## src/rtl/smachine_pkg.sv

```systemverilog
// S-Machine sequencer shared constants, state encoding and decode helper.
package smachine_pkg;

  localparam int MEM_AW = 9;
  localparam int DW     = 16;
  localparam int LAT_W  = 3;

  localparam logic [3:0] OP_LD   = 4'h0;
  localparam logic [3:0] OP_ST   = 4'h1;
  localparam logic [3:0] OP_ADD  = 4'h2;
  localparam logic [3:0] OP_HALT = 4'hF;

  typedef enum logic [2:0] {
    ST_IDLE,
    ST_FETCH,
    ST_LD_PRE,
    ST_EXEC,
    ST_ST_WR,
    ST_HALT
  } seq_state_t;

  // Loads with bit 10 set carry an immediate and skip the pre-read.
  function automatic logic is_mem_load(input logic [DW-1:0] inst);
    return (inst[15:12] == OP_LD) && !inst[10];
  endfunction

endpackage

```

## src/rtl/smachine_lat_counter.sv

```systemverilog
// Loadable down-counter that times the memory read latency.
module smachine_lat_counter
  import smachine_pkg::*;
(
  input  logic             i_clk,
  input  logic             i_rst,
  input  logic             i_load,
  input  logic [LAT_W-1:0] i_val,
  output logic             o_done
);

  logic [LAT_W-1:0] r_cnt;

  always_ff @(posedge i_clk) begin
    if (i_rst) begin
      r_cnt <= '0;
    end else if (i_load) begin
      r_cnt <= i_val;
    end else if (r_cnt != '0) begin
      r_cnt <= r_cnt - LAT_W'(1);
    end
  end

  assign o_done = (r_cnt == '0);

endmodule

```

## src/rtl/smachine_exec_sequencer.sv

```systemverilog
// S-Machine sequencer: fetch, load pre-read, one-cycle execute strobe and
// store commit, all sharing a single memory port.
module smachine_exec_sequencer
  import smachine_pkg::*;
#(
  parameter logic [MEM_AW-1:0] PROG_BASE = 9'h000,
  parameter int                MEM_LAT   = 1,
  parameter logic [3:0]        HALT_OP   = OP_HALT
) (
  input  logic              clk,
  input  logic              reset,
  input  logic              run,
  input  logic              step,
  input  logic [7:0]        pc_in,
  output logic [DW-1:0]     inst_out,
  output logic              cpu_enable,
  input  logic              cpu_rw,
  input  logic [MEM_AW-1:0] cpu_addr,
  input  logic [DW-1:0]     cpu_wdata,
  output logic [DW-1:0]     cpu_rdata,
  output logic [MEM_AW-1:0] mem_addr,
  output logic              mem_we,
  output logic [DW-1:0]     mem_wdata,
  input  logic [DW-1:0]     mem_rdata,
  output logic              busy,
  output logic              halted,
  output logic [15:0]       retired
);

  seq_state_t        r_state;
  seq_state_t        w_next;
  logic [DW-1:0]     r_inst;
  logic [DW-1:0]     r_rdata;
  logic [15:0]       r_retired;
  logic              w_done;
  logic              w_load;
  logic [LAT_W-1:0]  w_lval;
  logic              w_is_halt;
  logic              w_to_ld;
  logic [MEM_AW-1:0] w_fetch_addr;

  assign w_fetch_addr = PROG_BASE + {1'b0, pc_in};
  assign w_is_halt    = (mem_rdata[15:12] == HALT_OP);
  assign w_to_ld      = w_done && !w_is_halt
                        && is_mem_load(mem_rdata);

  smachine_lat_counter u_lat (
    .i_clk  (clk),
    .i_rst  (reset),
    .i_load (w_load),
    .i_val  (w_lval),
    .o_done (w_done)
  );

  always_ff @(posedge clk) begin
    if (reset) begin
      r_state <= ST_IDLE;
    end else begin
      r_state <= w_next;
    end
  end

  always_comb begin
    w_next = r_state;
    w_load = 1'b0;
    w_lval = LAT_W'(MEM_LAT);
    unique case (r_state)
      ST_IDLE: begin
        if (run || step) begin
          w_next = ST_FETCH;
          w_load = 1'b1;
        end
      end
      ST_FETCH: begin
        if (w_done) begin
          if (w_is_halt) begin
            w_next = ST_HALT;
          end else if (w_to_ld) begin
            // Operand address went out in the last fetch cycle.
            w_next = ST_LD_PRE;
            w_load = 1'b1;
            w_lval = LAT_W'(MEM_LAT - 1);
          end else begin
            w_next = ST_EXEC;
          end
        end
      end
      ST_LD_PRE: begin
        if (w_done) begin
          w_next = ST_EXEC;
        end
      end
      ST_EXEC: begin
        if (r_inst[15:12] == OP_ST) begin
          w_next = ST_ST_WR;
        end else if (run) begin
          w_next = ST_FETCH;
          w_load = 1'b1;
        end else begin
          w_next = ST_IDLE;
        end
      end
      ST_ST_WR: begin
        if (run) begin
          w_next = ST_FETCH;
          w_load = 1'b1;
        end else begin
          w_next = ST_IDLE;
        end
      end
      ST_HALT: w_next = ST_HALT;
      default: w_next = ST_IDLE;
    endcase
  end

  always_ff @(posedge clk) begin
    if (reset) begin
      r_inst    <= '0;
      r_rdata   <= '0;
      r_retired <= '0;
    end else begin
      if (r_state == ST_FETCH && w_done) begin
        r_inst <= mem_rdata;
      end
      if (r_state == ST_LD_PRE && w_done) begin
        r_rdata <= mem_rdata;
      end
      if (r_state == ST_EXEC) begin
        r_retired <= r_retired + 16'd1;
      end
    end
  end

  always_comb begin
    mem_addr  = '0;
    mem_we    = 1'b0;
    mem_wdata = '0;
    unique case (r_state)
      ST_FETCH: begin
        mem_addr = w_to_ld ? mem_rdata[8:0] : w_fetch_addr;
      end
      ST_LD_PRE: mem_addr = r_inst[8:0];
      ST_ST_WR: begin
        mem_addr  = cpu_addr;
        mem_we    = cpu_rw;
        mem_wdata = cpu_wdata;
      end
      default: ;
    endcase
  end

  assign inst_out   = r_inst;
  assign cpu_rdata  = r_rdata;
  assign retired    = r_retired;
  assign cpu_enable = (r_state == ST_EXEC);
  assign halted     = (r_state == ST_HALT);
  assign busy       = (r_state != ST_IDLE) && (r_state != ST_HALT);

endmodule
```

## config.mk

```make
export PLATFORM = sky130hd
export DESIGN_NAME = smachine_exec_sequencer
export DESIGN_NICKNAME = d
export VERILOG_FILES = /design/src/rtl/smachine_pkg.sv /design/src/rtl/smachine_lat_counter.sv /design/src/rtl/smachine_exec_sequencer.sv
export SDC_FILE = /design/constraint.sdc
export NUM_CORES = 1
export LEC_CHECK = 0
export CORE_UTILIZATION = 35
export DETAILED_ROUTE_END_ITERATION = 8
export GPL_ROUTABILITY_DRIVEN = 0
export MAX_ROUTING_LAYER = met4
export PLACE_DENSITY = 0.71
export SETUP_SLACK_MARGIN = 0.1
export SYNTH_ARGS = -nofsm -noshare
export SYNTH_HDL_FRONTEND = slang
export SYNTH_SLANG_ARGS = --single-unit
```

## constraint.sdc

```tcl
create_clock -name clk -period 3 [get_ports clk]
set_input_delay 0.6 -clock clk [delete_from_list [all_inputs] [get_ports clk]]
set_output_delay 0.6 -clock clk [all_outputs]
set_load 0.005 [all_outputs]
```

### Yosys cells after proc, flatten, opt, wreduce, memory -nomap -nowiden

Cells that the tools add are included.

| cells by class | value |
|---|---|
| add/subtract/negate cells | 2 |
| multipliers | 0 |
| divide/modulo/power cells | 0 |
| $lt $le $gt $ge | 0 |
| equal/unequal tests | 11 |
| shift operators | 0 |
| mux-type cells | 25 |
| bitwise gates (word level) | 0 |
| reductions and logical operators | 16 |

Operator list:

| cell | count |
|---|---|
| one-hot mux 9 bit (3 select lines) | 1 |
| two-way mux 3 bit | 7 |
| one-hot mux 3 bit (6 select lines) | 1 |
| adder 16 x 1 -> 16 bit (second input constant) | 1 |
| two-way mux 16 bit | 1 |
| two-way mux 1 bit | 13 |
| two-way mux 9 bit | 1 |
| == test 3 x 2 -> 1 bit (second input constant) | 2 |
| == test 3 bit (second input constant) | 2 |
| logical AND 1 bit | 6 |
| zero test 3 bit | 2 |
| != test 2 bit (second input constant) | 3 |
| nonzero test 3 bit | 2 |
| == test 4 x 1 -> 1 bit (second input constant) | 1 |
| == test 4 bit (second input constant) | 1 |
| zero test 4 bit | 1 |
| one-hot mux 1 bit (4 select lines) | 1 |
| == test 3 x 1 -> 1 bit (second input constant) | 1 |
| != test 3 bit (second input constant) | 1 |
| AND reduction 3 bit | 1 |
| subtractor 3 x 1 -> 3 bit (second input constant) | 1 |
| zero test 1 bit | 2 |
| nonzero test 2 bit | 1 |
| logical OR 1 bit | 1 |

| word-level totals | value |
|---|---|
| flip-flop bits (word level) | 54 |
| latch bits | 0 |
| memory bits (writable) | 0 |
| ROM bits | 0 |
| bits of input ports | 54 |
| output and inout bits | 77 |
| word-level logic and storage cells | 59 |
| memories | 0 |

### Logic depth before layout (Yosys ltp)

| logic depth | value |
|---|---|
| depth after elaboration | 9 |
| gate-level depth with buffers | 8 |
| gate-level depth less buffers | 7 |

### By module

A second synthesis with hierarchy kept.

| second synthesis, totals | value |
|---|---|
| cell total of the unflattened synthesis | 338 |
| area total of the unflattened synthesis | 2710.1 um^2 |

Modules (own cells, without submodules):

| module | times used | cells each | area each (um^2) | seq. area each (um^2) |
|---|---|---|---|---|
| smachine_exec_sequencer | 1 | 316 | 2503.7 | 1021.0 |
| smachine_lat_counter | 1 | 22 | 206.4 | 60.1 |

### Worst setup path before layout

Ideal clock, no wire load.

| timing path | value |
|---|---|
| path kind | register -> output |
| start point | register u_lat.r_cnt[0] |
| end point | output mem_addr[1] |
| arrival | 1714 ps |
| data required time | 2400 ps |
| path slack | 686 ps |
| cell stages (with the launch flop) | 9 |
| path buffers | 1 |
| path through | dfxtp_1 inv_1 ha_1 ha_1 nor2b_1 nand2_1 clkbuf_1 mux2i_1 o21ai_0 |

| on the way | value |
|---|---|
| cells in the longest elaborated chain, start to end | 5 |

Ends and longest elaborated chain:

| element | RTL line | text |
|---|---|---|
| start, declared | smachine_lat_counter.sv:12 | `logic [LAT_W-1:0] r_cnt;` |
| start signal, assigned | smachine_lat_counter.sv:18 | `r_cnt <= i_val;` |
| start signal, assigned | smachine_lat_counter.sv:20 | `r_cnt <= r_cnt - LAT_W'(1);` |
| zero test 3 bit | smachine_lat_counter.sv:24 | `assign o_done = (r_cnt == '0);` |
| logical AND 1 bit | smachine_exec_sequencer.sv:44 | `assign w_to_ld = w_done && !w_is_halt` |
| logical AND 1 bit | smachine_exec_sequencer.sv:45 | `&& is_mem_load(mem_rdata);` |
| two-way mux 9 bit | smachine_exec_sequencer.sv:140 | `mem_addr = w_to_ld ? mem_rdata[8:0] : w_fetch_addr;` |
| one-hot mux 9 bit (3 select lines) | smachine_exec_sequencer.sv:138 | `unique case (r_state)` |
| end, declared | smachine_exec_sequencer.sv:21 | `output logic [MEM_AW-1:0] mem_addr,` |

No other way between the ends.

### Final worst setup path

| timing path | value |
|---|---|
| start point | input mem_rdata[13] |
| end point | output mem_addr[7] |

| on the way | value |
|---|---|
| cells in the longest elaborated chain, start to end | 6 |
| elaborated cells on any way between the ends | 8 |
| those cells by class | eq/ne: 1; mux: 2; reduce/logical: 5 |

Ends and longest elaborated chain:

| element | RTL line | text |
|---|---|---|
| start, declared | smachine_exec_sequencer.sv:24 | `input logic [DW-1:0] mem_rdata,` |
| == test 4 bit | smachine_exec_sequencer.sv:43 | `assign w_is_halt = (mem_rdata[15:12] == HALT_OP);` |
| zero test 1 bit | smachine_exec_sequencer.sv:44 |  |
| logical AND 1 bit | smachine_exec_sequencer.sv:44 |  |
| logical AND 1 bit (*) | smachine_exec_sequencer.sv:45 |  |
| two-way mux 9 bit (*) | smachine_exec_sequencer.sv:140 |  |
| one-hot mux 9 bit (3 select lines) (*) | smachine_exec_sequencer.sv:138 |  |

Mark *: on every way between the ends. The rest lies on a longest branch, timed or not.

==> metrics <==
via count=2804; number of antenna violations at the first check in global routing=0; Area growth, synth to finish=59.5%; smallest setup slack after layout=247 ps; setup slack of the most critical reg-to-reg path=900 ps; Die W=88.9 um; top post-synthesis cells by area=dfxtp_1 41%, nand2_1 10%, a21oi_1 8.1%; crit-path max FO=10; first-pass GRT wire length=13.1 mm; iteration count of the initial detailed-routing pass=4; detailed placer's ending HPWL=6.25 mm; Crit path required time=2400 ps; measured slew at the worst slew-check pin=751 ps; CP Capture Type=output pin; total wire length=8.21 mm; fraction of post-synthesis cell area in the top cell type by area=0.409; part of the power in registers=0.375; vias per inst=4.96; effective utilization at floorplan=0.362; pin count of the biggest net entering global routing=42; commonest cells after routing, fill and taps aside=118 x clkdlybuf4s50_1, 72 x nand2_1, 53 x dfxtp_1; core footprint=7290 um^2; type of element launching the critical path=input pin; overall die area=7900 um^2; worst skew pair latency=310 ps; number of filler instances in the final layout=699; depth of the worst register-to-register path=9; most frequent standard cell in the layout excluding fill and tap cells=clkdlybuf4s50_1; remaining antenna violation count=0; final hold violation count=0; worst-case hold path end point=cpu_rdata[15]; reg2reg end=u_lat.r_cnt[0]; switching share of total power=0.349; post-synthesis cell count=334; H-tree Lvls=2; post-route clock skew=6.63 ps; hold bufs inserted after CTS=0; headroom to the max-slew limit=0.499; EDFF count, synth=0; Ant. Diodes=0; Max Clk Rate=0.363 GHz; clock power share=0.196; root buffer cell=clkbuf_8; net count of the mapped netlist=391; biggest area consumer among synthesized cells=dfxtp_1; ports placed on the boundary=131; die height=88.9 um; Internal=0.00162 W; CTS tree=built; final-report max-slew violation count=0; switching power total=0.000868 W; RSZ-0062 raised after global routing=no; ratio of final minimum period to clock period=0.918; origin of the worst min-delay path=cpu_rdata[15]; number of placement rows=31; Ys Warns=0; register bit count reported by yosys=54; Synth cell types=44; Top FF cell, synth=dfxtp_1; leakage power summed over all cells=1.57 nW; combinational group share of total power=0.430; post-place setup slack=-188 ps; number of clock sinks seen by CTS=54; final setup vio count=0; worst setup path category=in -> out; run status=completed; global route total overflow=0; final critical-path required period=2750 ps; power per unit of standard cell area=590 nW/um^2; Data arrival, critical path=2150 ps; GR Util All Layers=0.225; max-capacitance violation count=0; routed wirelength normalized by instance count=14.5 um; fraction of final layout cells sized beyond drive strength 1=0.0751; depth of the worst hold-timing path=2; number of global-route vias before repair=2658; Avg Synthesized Cell Area=7.91 um^2; Longest Clk Path Bufs=2; share of flip-flops with an asynchronous set or reset after synthesis=0; residual DRC count=0; DRC marker count from the first detailed-route iteration=196; R2R Path Start=u_lat.r_cnt[0]; Max rail drop VDD=0.353 mV; mapped cell area=2640 um^2; Hold/Removal Path Class=reg -> reg; fraction of the yosys area taken by sequential cells=0.409; quantity of I/O buffers inserted on ports=130; TritonCTS buffer count=5; setup_tns=0 ps; NumNets Final=522; clock input transition at the sequential cells of the worst setup and hold paths=90 ps
==> cell type report <==
cell class	count	area, um^2	area share
clock buffer	6	72.6	0.0172
multi-input combinational	251	1450	0.344
inverter	7	26.3	0.00624
clock inverter	2	37.5	0.00891
tap	99	124	0.0294
sequential	54	1080	0.257
timing repair buffer	146	1420	0.338
==> state kept, by name, summed over array words and instances, names as in the netlist <==
signal / cells
retired: 16
r_state: 3
inst_out: 16
cpu_rdata: 16
u_lat.r_cnt: 3
==> cell usage after synthesis (2+ instances only) <==
cell / number
nor3_1: 4
clkbuf_1: 14
ha_1: 3
and3_1: 2
and2_1: 19
o21ai_0: 12
nor4b_1: 3
dfxtp_1: 54
xor2_1: 7
or3_1: 5
mux2i_1: 9
buf_2: 3
buf_4: 2
nand4_1: 6
o31ai_1: 5
a21oi_1: 43
nand2_1: 72
a22oi_1: 8
a31oi_1: 2
nor2_1: 18
nor2b_1: 4
or4_1: 3
nand3_1: 5
and3b_1: 2
buf_1: 2
inv_1: 7
xnor2_1: 3
==> per-stage QoR <==
step                instance area [um^2]  cells  power, W   util  hold WS [ps]
finish                              4210    565   0.00249  0.578           457
global route                        4210    565   0.00265  0.578           480
CTS                                 4200    564   0.00250  0.575           462
detailed placement                  4090    556   0.00204  0.561           449
global placement                    4090    556   0.00202  0.561           442
floorplan                           2640    334   0.00152      -           453
==> layer usage <==
metal / wire length [um] / vias to the layer above / GRT usage
met3: 421 / 11 / 0.0448
met4: 107 / 0 / 0.0645
met2: 4160 / 74 / 0.386
met5: 0 / - / -
li1: - / 1408 / -
met1: 3530 / 1311 / 0.265
==> worst max-delay path by stage <==
stage,startpoint,endpoint,slack (ps),cells after the start
floorplan,u_lat.r_cnt[0],mem_addr[1],690,8
global placement,mem_rdata[10],mem_addr[1],-90,8
detailed placement,mem_rdata[10],mem_addr[2],-190,8
CTS,mem_rdata[14],mem_addr[1],160,8
global route,mem_rdata[13],mem_addr[7],120,8
finish,mem_rdata[13],mem_addr[7],250,8
==> critical path, stage by stage <==
cell	delay [ps]
clkdlybuf4s50_1	430
nor4_2	220
buf_4	150
nand2_1	80
buf_12	160
mux2i_1	110
o21ai_0	150
dlygate4sd2_1	250
==> cell families (layout without fill, tap and decap cells) <==
logic type,count (synthesis),in the layout,share of synthesized area
AO/OA/AOI/OAI,76,76,0.169
XOR/XNOR,10,10,0.0332
adder cells (fa/ha/maj),3,3,0.0142
buffers and inverters,29,161,0.0459
flip-flops,54,54,0.409
multiplexers,9,9,0.0341
AND/OR/NAND/NOR,153,153,0.294
==> power by group through the flow <==
stage	sequential, W	combinational [W]	clock (W)
global route	0.000950	0.00118	0.000524
CTS	0.000932	0.00107	0.000494
detailed placement	0.000948	0.00109	0
global placement	0.000942	0.00108	0
finish	0.000932	0.00107	0.000486
floorplan	0.000931	0.000584	0
==> timing repair <==
| action | CTS | global route |
|---|---|---|
| setup buffers | 0 | 1 |
| pin swaps | 1 | 1 |
| cloned | 0 | 0 |
| setup endpoints to repair | 9 | 11 |
| endpoints found under the hold margin | 0 | 0 |
| gates resized for setup | 11 | 8 |
(Power assumes the default switching activity.)
